**src/rtl/sbldc_gate_deadtime.sv**
```systemverilog
// sbldc_gate_deadtime
//   Final gate-drive stage for four 3-phase BLDC motors (12 half-bridge legs).
//   Resynchronises the commutation pattern into clk, inserts a programmable
//   dead time between one switch of a leg turning off and either switch
//   turning on again, and suppresses shoot-through requests (H=L=1).
//
//   Optional feature: define SBLDC_GATE_PWM_EN to add a duty input and an
//   8-bit free-running PWM counter that chops high-side requests.
//
// Ports
//   clk        : system clock (50 MHz)
//   reset      : asynchronous active-low reset
//   PT_in      : commutation request, leg j = 3m+k, [2j+1]=high, [2j]=low
//   enable     : 1 = drive gates, 0 = request all legs off
//   fault_clr  : single-cycle pulse, clears sticky fault flags
//   duty       : (SBLDC_GATE_PWM_EN only) high-side duty, 0..255 of 256
//   GD         : gate drive, same bit mapping as PT_in
//   fault      : sticky per-motor shoot-through request flag
//   busy       : 1 while any leg is in its dead time
module sbldc_gate_deadtime #(
  parameter int unsigned DEADTIME = 50,
  parameter int unsigned CW       = 8
) (
  input  logic        clk,
  input  logic        reset,
  input  logic [23:0] PT_in,
  input  logic        enable,
  input  logic        fault_clr,
`ifdef SBLDC_GATE_PWM_EN
  input  logic [7:0]  duty,
`endif
  output logic [23:0] GD,
  output logic [3:0]  fault,
  output logic        busy
);

  localparam int unsigned   NLEG    = 12;
  localparam logic [CW-1:0] DT_LOAD = CW'(DEADTIME - 1);

  typedef enum logic [1:0] {
    S_OFF   = 2'd0,
    S_HI_ON = 2'd1,
    S_LO_ON = 2'd2,
    S_DEAD  = 2'd3
  } leg_state_t;

  logic [23:0]   r_s1;
  logic [23:0]   r_s2;
  leg_state_t    r_state [NLEG];
  logic [CW-1:0] r_cnt   [NLEG];
  logic [23:0]   r_gd;
  logic [3:0]    r_fault;
  logic          r_busy;

  logic            w_hi_ok;
  logic [NLEG-1:0] w_req_hi;
  logic [NLEG-1:0] w_req_lo;
  logic [NLEG-1:0] w_bad;
  logic [3:0]      w_fault_set;
  leg_state_t      w_nxt_state [NLEG];
  logic [CW-1:0]   w_nxt_cnt   [NLEG];
  logic [23:0]     w_nxt_gd;
  logic            w_nxt_busy;

`ifdef SBLDC_GATE_PWM_EN
  logic [7:0] r_pwm_cnt;
  logic [7:0] r_duty;

  // duty is only taken at the end of a PWM period so a period is never split
  always_ff @(posedge clk or negedge reset) begin
    if (!reset) begin
      r_pwm_cnt <= '0;
      r_duty    <= '0;
    end else begin
      r_pwm_cnt <= r_pwm_cnt + 8'd1;
      if (r_pwm_cnt == 8'hFF) begin
        r_duty <= duty;
      end
    end
  end

  assign w_hi_ok = (r_pwm_cnt < r_duty);
`else
  assign w_hi_ok = 1'b1;
`endif

  // Request decode from the second synchronizer stage; BAD decodes to NONE.
  always_comb begin
    w_req_hi    = '0;
    w_req_lo    = '0;
    w_bad       = '0;
    w_fault_set = '0;
    for (int unsigned j = 0; j < NLEG; j++) begin
      w_bad[j]    = r_s2[2*j+1] & r_s2[2*j];
      w_req_hi[j] = enable & r_s2[2*j+1] & ~r_s2[2*j] & w_hi_ok;
      w_req_lo[j] = enable & r_s2[2*j] & ~r_s2[2*j+1];
    end
    for (int unsigned m = 0; m < 4; m++) begin
      w_fault_set[m] = enable & (|w_bad[3*m +: 3]);
    end
  end

  // Per-leg next state. Gate and busy outputs are derived from the next
  // state so they register on the same edge as the state itself.
  always_comb begin
    w_nxt_state = r_state;
    w_nxt_cnt   = r_cnt;
    w_nxt_gd    = '0;
    w_nxt_busy  = 1'b0;
    for (int unsigned j = 0; j < NLEG; j++) begin
      case (r_state[j])
        S_OFF: begin
          if (w_req_hi[j]) begin
            w_nxt_state[j] = S_HI_ON;
          end else if (w_req_lo[j]) begin
            w_nxt_state[j] = S_LO_ON;
          end
        end
        S_HI_ON: begin
          if (!w_req_hi[j]) begin
            w_nxt_state[j] = S_DEAD;
            w_nxt_cnt[j]   = DT_LOAD;
          end
        end
        S_LO_ON: begin
          if (!w_req_lo[j]) begin
            w_nxt_state[j] = S_DEAD;
            w_nxt_cnt[j]   = DT_LOAD;
          end
        end
        S_DEAD: begin
          // Full dead time always runs, even if the old side is requested again
          if (r_cnt[j] == '0) begin
            w_nxt_state[j] = S_OFF;
          end else begin
            w_nxt_cnt[j] = r_cnt[j] - 1'b1;
          end
        end
        default: begin
          w_nxt_state[j] = S_OFF;
          w_nxt_cnt[j]   = '0;
        end
      endcase
      w_nxt_gd[2*j+1] = (w_nxt_state[j] == S_HI_ON);
      w_nxt_gd[2*j]   = (w_nxt_state[j] == S_LO_ON);
      w_nxt_busy      = w_nxt_busy | (w_nxt_state[j] == S_DEAD);
    end
  end

  always_ff @(posedge clk or negedge reset) begin
    if (!reset) begin
      r_s1    <= '0;
      r_s2    <= '0;
      r_gd    <= '0;
      r_fault <= '0;
      r_busy  <= 1'b0;
      for (int unsigned j = 0; j < NLEG; j++) begin
        r_state[j] <= S_OFF;
        r_cnt[j]   <= '0;
      end
    end else begin
      r_s1 <= PT_in;
      r_s2 <= r_s1;
      for (int unsigned j = 0; j < NLEG; j++) begin
        r_state[j] <= w_nxt_state[j];
        r_cnt[j]   <= w_nxt_cnt[j];
      end
      r_gd    <= w_nxt_gd;
      r_busy  <= w_nxt_busy;
      // set has priority over a simultaneous clear
      r_fault <= (r_fault & ~{4{fault_clr}}) | w_fault_set;
    end
  end

  assign GD    = r_gd;
  assign fault = r_fault;
  assign busy  = r_busy;

endmodule
```
**config.mk**
```make
export PLATFORM = sky130hd
export DESIGN_NAME = sbldc_gate_deadtime
export DESIGN_NICKNAME = d
export VERILOG_FILES = /design/src/rtl/sbldc_gate_deadtime.sv
export SDC_FILE = /design/constraint.sdc
export NUM_CORES = 1
export LEC_CHECK = 0
export CAP_MARGIN = 20
export CORE_MARGIN = 4
export CORE_UTILIZATION = 58
export CTS_CLUSTER_SIZE = 30
export DETAILED_ROUTE_END_ITERATION = 10
export PLACE_DENSITY = 0.89
export SYNTH_ARGS = -nofsm -noshare
export SYNTH_HDL_FRONTEND = slang
export SYNTH_SLANG_ARGS = --single-unit
```
**constraint.sdc**
```tcl
create_clock -name clk -period 3.4 [get_ports clk]
set_clock_uncertainty 0.1 [all_clocks]
set_input_delay 0.85 -clock clk [delete_from_list [all_inputs] [get_ports clk]]
set_output_delay 0.85 -clock clk [all_outputs]
set_load 0.005 [all_outputs]
```
==> metrics.txt <==
# TYPE chip_impl_metric gauge
chip_impl_metric{name="synth-seq-cells",unit=""} 197
chip_impl_metric{name="postPlaceCellArea",unit="um^2"} 10600
chip_impl_metric{name="synth_compound_area_share",unit="%"} 17.7
chip_impl_metric{name="final_nets",unit=""} 1122
chip_impl_metric{name="floorplan.die.height",unit="um"} 137
chip_impl_metric{name="cts.clk_slew.worst_paths",unit="ns"} 0.07
chip_impl_metric{name="initial_utilization",unit="%"} 59.0
chip_impl_metric{name="number_of_buffers_added_to_fix_hold_violations_after_cts",unit=""} 0
chip_impl_info{name="critPathLaunchType",value="register"} 1
chip_impl_metric{name="worst_r2r_path_depth",unit=""} 7
chip_impl_metric{name="area_delta_synth_final",unit="%"} 14.6
chip_impl_info{name="timing.critical_path.cells",value="or4_4, o311a_1, o41ai_4, inv_2, a2111oi_4, nand4_1, a211o_1"} 1
chip_impl_metric{name="critPathBufInv",unit=""} 1
chip_impl_info{name="critPathCaptureType",value="register"} 1
chip_impl_metric{name="ctsHtreeMaxLevel",unit=""} 4
chip_impl_metric{name="synth_nets",unit=""} 1058
chip_impl_metric{name="leakagePower",unit="uW"} 0.00484
chip_impl_metric{name="timing.final.crit_share",unit="%"} 81.8
chip_impl_metric{name="post_synthesis_share_of_cell_area_spent_on_xor_and_xnor_gates",unit="%"} 1.17
chip_impl_metric{name="global_route.overflow_total",unit=""} 0
chip_impl_metric{name="core_area",unit="um^2"} 16500
chip_impl_info{name="rsz0062_at_grt",value="no"} 1
chip_impl_metric{name="hold-path-cell-count",unit=""} 0
chip_impl_metric{name="syn_area",unit="um^2"} 9710
chip_impl_metric{name="postCtsResizedCells",unit=""} 0
chip_impl_metric{name="grt_first_pass_wirelength",unit="um"} 34100
chip_impl_metric{name="die-area",unit="um^2"} 18900
chip_impl_metric{name="placementRows",unit=""} 47
chip_impl_metric{name="grt_pass1_vias",unit=""} 7190
chip_impl_metric{name="drt_drc_violations_left",unit=""} 0
chip_impl_metric{name="filler_cell_count",unit=""} 1215
chip_impl_info{name="tritoncts_clock_tree",value="yes"} 1
chip_impl_metric{name="post-cts-setup-buffer-count",unit=""} 0
chip_impl_metric{name="syn-mean-instance-area",unit="um^2"} 9.87
chip_impl_metric{name="number_of_flops_mapped_to_enable_cells_by_yosys",unit=""} 0
chip_impl_metric{name="gate_count_of_the_mapped_netlist",unit=""} 983
chip_impl_metric{name="antenna_diode_count",unit=""} 0
chip_impl_metric{name="die_w",unit="um"} 137
chip_impl_metric{name="ant_nets",unit=""} 0
chip_impl_metric{name="maximum_number_of_pins_on_one_net_before_global_route_repair",unit=""} 75
chip_impl_metric{name="detailroute.via_count",unit=""} 7593
chip_impl_metric{name="critical_path.max_fanout",unit=""} 7
chip_impl_info{name="holdCritPathClass",value="reg -> reg"} 1
chip_impl_metric{name="num_io_pins",unit=""} 57
chip_impl_metric{name="post_synth_and_or_nand_nor_area_fraction",unit="%"} 20.4
chip_impl_metric{name="worst_pin_slew",unit="ns"} 0.884
chip_impl_metric{name="cts.path.max_buffers",unit=""} 2
chip_impl_metric{name="timing.fmax",unit="GHz"} 0.359
chip_impl_metric{name="p_per_area",unit="nW/um^2"} 793
chip_impl_metric{name="drt_first_iter_violations",unit=""} 503
chip_impl_info{name="combinational_family_with_the_most_area_after_synthesis",value="simple AND/OR/NAND/NOR gates"} 1
chip_impl_metric{name="finalInstanceArea",unit="um^2"} 11100
chip_impl_info{name="cts_root_buffer",value="sky130_fd_sc_hd__clkbuf_16"} 1
chip_impl_metric{name="numPortBuffers",unit=""} 56
chip_impl_metric{name="final.setup.tns",unit="ns"} 0
chip_impl_metric{name="arrival",unit="ns"} 3.00
chip_impl_metric{name="cpPeakStageDelay",unit="ns"} 0.58
chip_impl_metric{name="path_depth",unit=""} 7
chip_impl_metric{name="drt_wl_total",unit="um"} 20300
chip_impl_metric{name="synth-seq-area-share",unit="%"} 50.8
chip_impl_metric{name="share_of_cells_above_drive_strength_1",unit="%"} 5.95
chip_impl_metric{name="final_weighted_congestion_in_routability_driven_placement",unit=""} 0.874
chip_impl_metric{name="insertion_delay",unit="ns"} 0.44
chip_impl_metric{name="slew_viol_final",unit=""} 0
chip_impl_metric{name="report.final.hold_viol_count",unit=""} 0
chip_impl_metric{name="clock_sink_count",unit=""} 197
chip_impl_metric{name="worst_ep_required_time",unit="ns"} 3.62
chip_impl_metric{name="drt_first_pass_iters",unit=""} 5
chip_impl_info{name="hp-start",value="r_s1[7]$_DFF_PN0_"} 1
chip_impl_metric{name="ys_types",unit=""} 76
chip_impl_metric{name="synthesis.yosys.warnings",unit=""} 0
chip_impl_metric{name="grt.total_usage",unit="%"} 22.7
chip_impl_info{name="postSynth.topFlopCell",value="sky130_fd_sc_hd__dfrtp_1"} 1
chip_impl_metric{name="synthArstFlopShare",unit="%"} 100
chip_impl_metric{name="routed_via_count_divided_by_cell_count",unit=""} 5.94
chip_impl_metric{name="route.detailed.wl_per_inst",unit="um"} 15.8
chip_impl_info{name="timing.setup.critical_path_class",value="reg -> reg"} 1
chip_impl_metric{name="final-setup-viol-count",unit=""} 0
chip_impl_info{name="critical_path.slowest_cell",value="sky130_fd_sc_hd__or4_4"} 1
chip_impl_metric{name="dp_hpwl",unit="um"} 14000
chip_impl_info{name="status",value="finished clean"} 1
chip_impl_metric{name="synthMuxAreaShare",unit="%"} 0.425
chip_impl_metric{name="report.power.total",unit="uW"} 8820
chip_impl_metric{name="timing.max_cap.violations",unit=""} 0
chip_impl_metric{name="min_period",unit="ns"} 2.78
chip_impl_metric{name="vdd.ir_drop.worst",unit="mV"} 0.493
chip_impl_info{name="start_of_the_worst_register_to_register_path",value="r_cnt[83]$_DFFE_PN0P_"} 1
chip_impl_metric{name="cts_buffers",unit=""} 17
chip_impl_metric{name="synthAdderAreaFrac",unit="%"} 6.06
chip_impl_info{name="worstSetupStartpoint",value="r_cnt[83]$_DFFE_PN0P_"} 1
chip_impl_info{name="crit_family",value="compound AO/OA/AOI/OAI gates"} 1
chip_impl_metric{name="slew_headroom",unit="%"} 40.8
chip_impl_metric{name="antenna_found_initial",unit=""} 0
## logic make-up after synthesis
group | after synthesis
simple gates | 374
compound gates | 260
flops | 197
buf+inv | 88
fa+ha+maj | 47
xor+xnor | 13
mux | 4
## Yosys cell counts, drive strengths merged (12+ instances only)
library cell | instances | area [um^2]
o22ai | 13 | 81.3
xor2 | 12 | 105
inv | 65 | 244
nand3b | 15 | 113
clkbuf | 20 | 75.1
nor2 | 106 | 398
o21ai | 86 | 430
nand2 | 65 | 244
nor2b | 23 | 144
dfrtp | 197 | 4930
and2 | 12 | 76.3
or4 | 15 | 116
ha | 47 | 588
nand2b | 22 | 138
nor3 | 27 | 140
or3 | 20 | 126
o31ai | 33 | 248
nand3 | 19 | 95.1
a21oi | 49 | 245
## path summary, 6_finish.rpt
path / end / slack (ns)
min reg2reg: r_s2[7]$_DFF_PN0_ / 0.25
min in group asynchronous: r_cnt[48]$_DFFE_PN0P_ / 0.31
max: busy$_DFF_PN0_ / 0.62
max in group asynchronous: r_s2[13]$_DFF_PN0_ / 2.05
min: r_s2[7]$_DFF_PN0_ / 0.25
max reg2reg: busy$_DFF_PN0_ / 0.62
## registers in the layout, summed over array words and instances (netlist names)
signal / cells
GD: 24
busy: 1
r_s1: 24
r_s2: 24
r_state: 24
r_cnt: 96
fault: 4
## per-stage QoR
| step | util [%] | setup slack [ns] | std cells | hold WS (ns) |
|---|---|---|---|---|
| 3_5_place_dp | 64.1 | 0.379 | 1248 | 0.236 |
| 4_1_cts | 67.6 | 0.611 | 1279 | 0.250 |
| 5_1_grt | 67.6 | 0.417 | 1279 | 0.250 |
| 6_report | 67.6 | 0.618 | 1279 | 0.248 |
| 3_3_place_gp | 64.1 | 0.425 | 1248 | 0.232 |
| 2_1_floorplan | - | 0.516 | 983 | 0.231 |
## final cells by class
cell class	instances	area, um^2	area share (%)
Sequential cell	197	4930	44.3
Multi-Input combinational cell	698	4450	40.0
Timing Repair Buffer	68	662	5.95
Clock buffer	22	464	4.17
Tap cell	220	275	2.47
Inverter	65	244	2.19
Clock inverter	9	104	0.934
## where the power goes
group	internal, uW	switching (uW)
registers	2930	580
clock network	1110	849
logic	1450	1900
## cells in the final DEF, fill, tap and decap left out, types with 4 or more instances in the layout
master                              n
sky130_fd_sc_hd__ha_1              47
sky130_fd_sc_hd__nor2_1           106
sky130_fd_sc_hd__nor4bb_1           6
sky130_fd_sc_hd__or4_1             14
sky130_fd_sc_hd__nand3b_1          15
sky130_fd_sc_hd__a21boi_0           5
sky130_fd_sc_hd__nand3_1           19
sky130_fd_sc_hd__or3_1             19
sky130_fd_sc_hd__xor2_1            12
sky130_fd_sc_hd__o31ai_1           33
sky130_fd_sc_hd__clkbuf_16         17
sky130_fd_sc_hd__a22o_1             7
sky130_fd_sc_hd__dfrtp_1          197
sky130_fd_sc_hd__clkdlybuf4s50_1   54
sky130_fd_sc_hd__clkinv_2           4
sky130_fd_sc_hd__inv_1             63
sky130_fd_sc_hd__a211o_1            5
sky130_fd_sc_hd__nor2b_1           23
sky130_fd_sc_hd__and2_1            10
sky130_fd_sc_hd__nor3b_1            6
sky130_fd_sc_hd__o41ai_1            8
sky130_fd_sc_hd__and3b_1            5
sky130_fd_sc_hd__o22ai_1           13
sky130_fd_sc_hd__o21ai_0           85
sky130_fd_sc_hd__nor4_1            10
sky130_fd_sc_hd__nand2_1           65
sky130_fd_sc_hd__or2_2              7
sky130_fd_sc_hd__a31oi_1            7
sky130_fd_sc_hd__buf_4             11
sky130_fd_sc_hd__nand2b_1          22
sky130_fd_sc_hd__nor3_1            26
sky130_fd_sc_hd__a21oi_1           49
sky130_fd_sc_hd__a222oi_1           4
## worst register-to-register path, stage by stage, from the launching register on
cell                        delay, ns
sky130_fd_sc_hd__dfrtp_1         0.44
sky130_fd_sc_hd__or4_4           0.58
sky130_fd_sc_hd__o311a_1         0.39
sky130_fd_sc_hd__o41ai_4         0.27
sky130_fd_sc_hd__inv_2           0.09
sky130_fd_sc_hd__a2111oi_4       0.37
sky130_fd_sc_hd__nand4_1         0.14
sky130_fd_sc_hd__a211o_1         0.28
## per-layer routing
metal  GRT usage (%)  routed length [um]  up-vias
li1                -                   -     3661
met1            30.1                9020     3708
met4            8.59                 479        0
met3            4.13                 845       45
met5               0                   0        -
met2            37.5                9910      179
No activity file was read; power rests on OpenSTA's default activity.
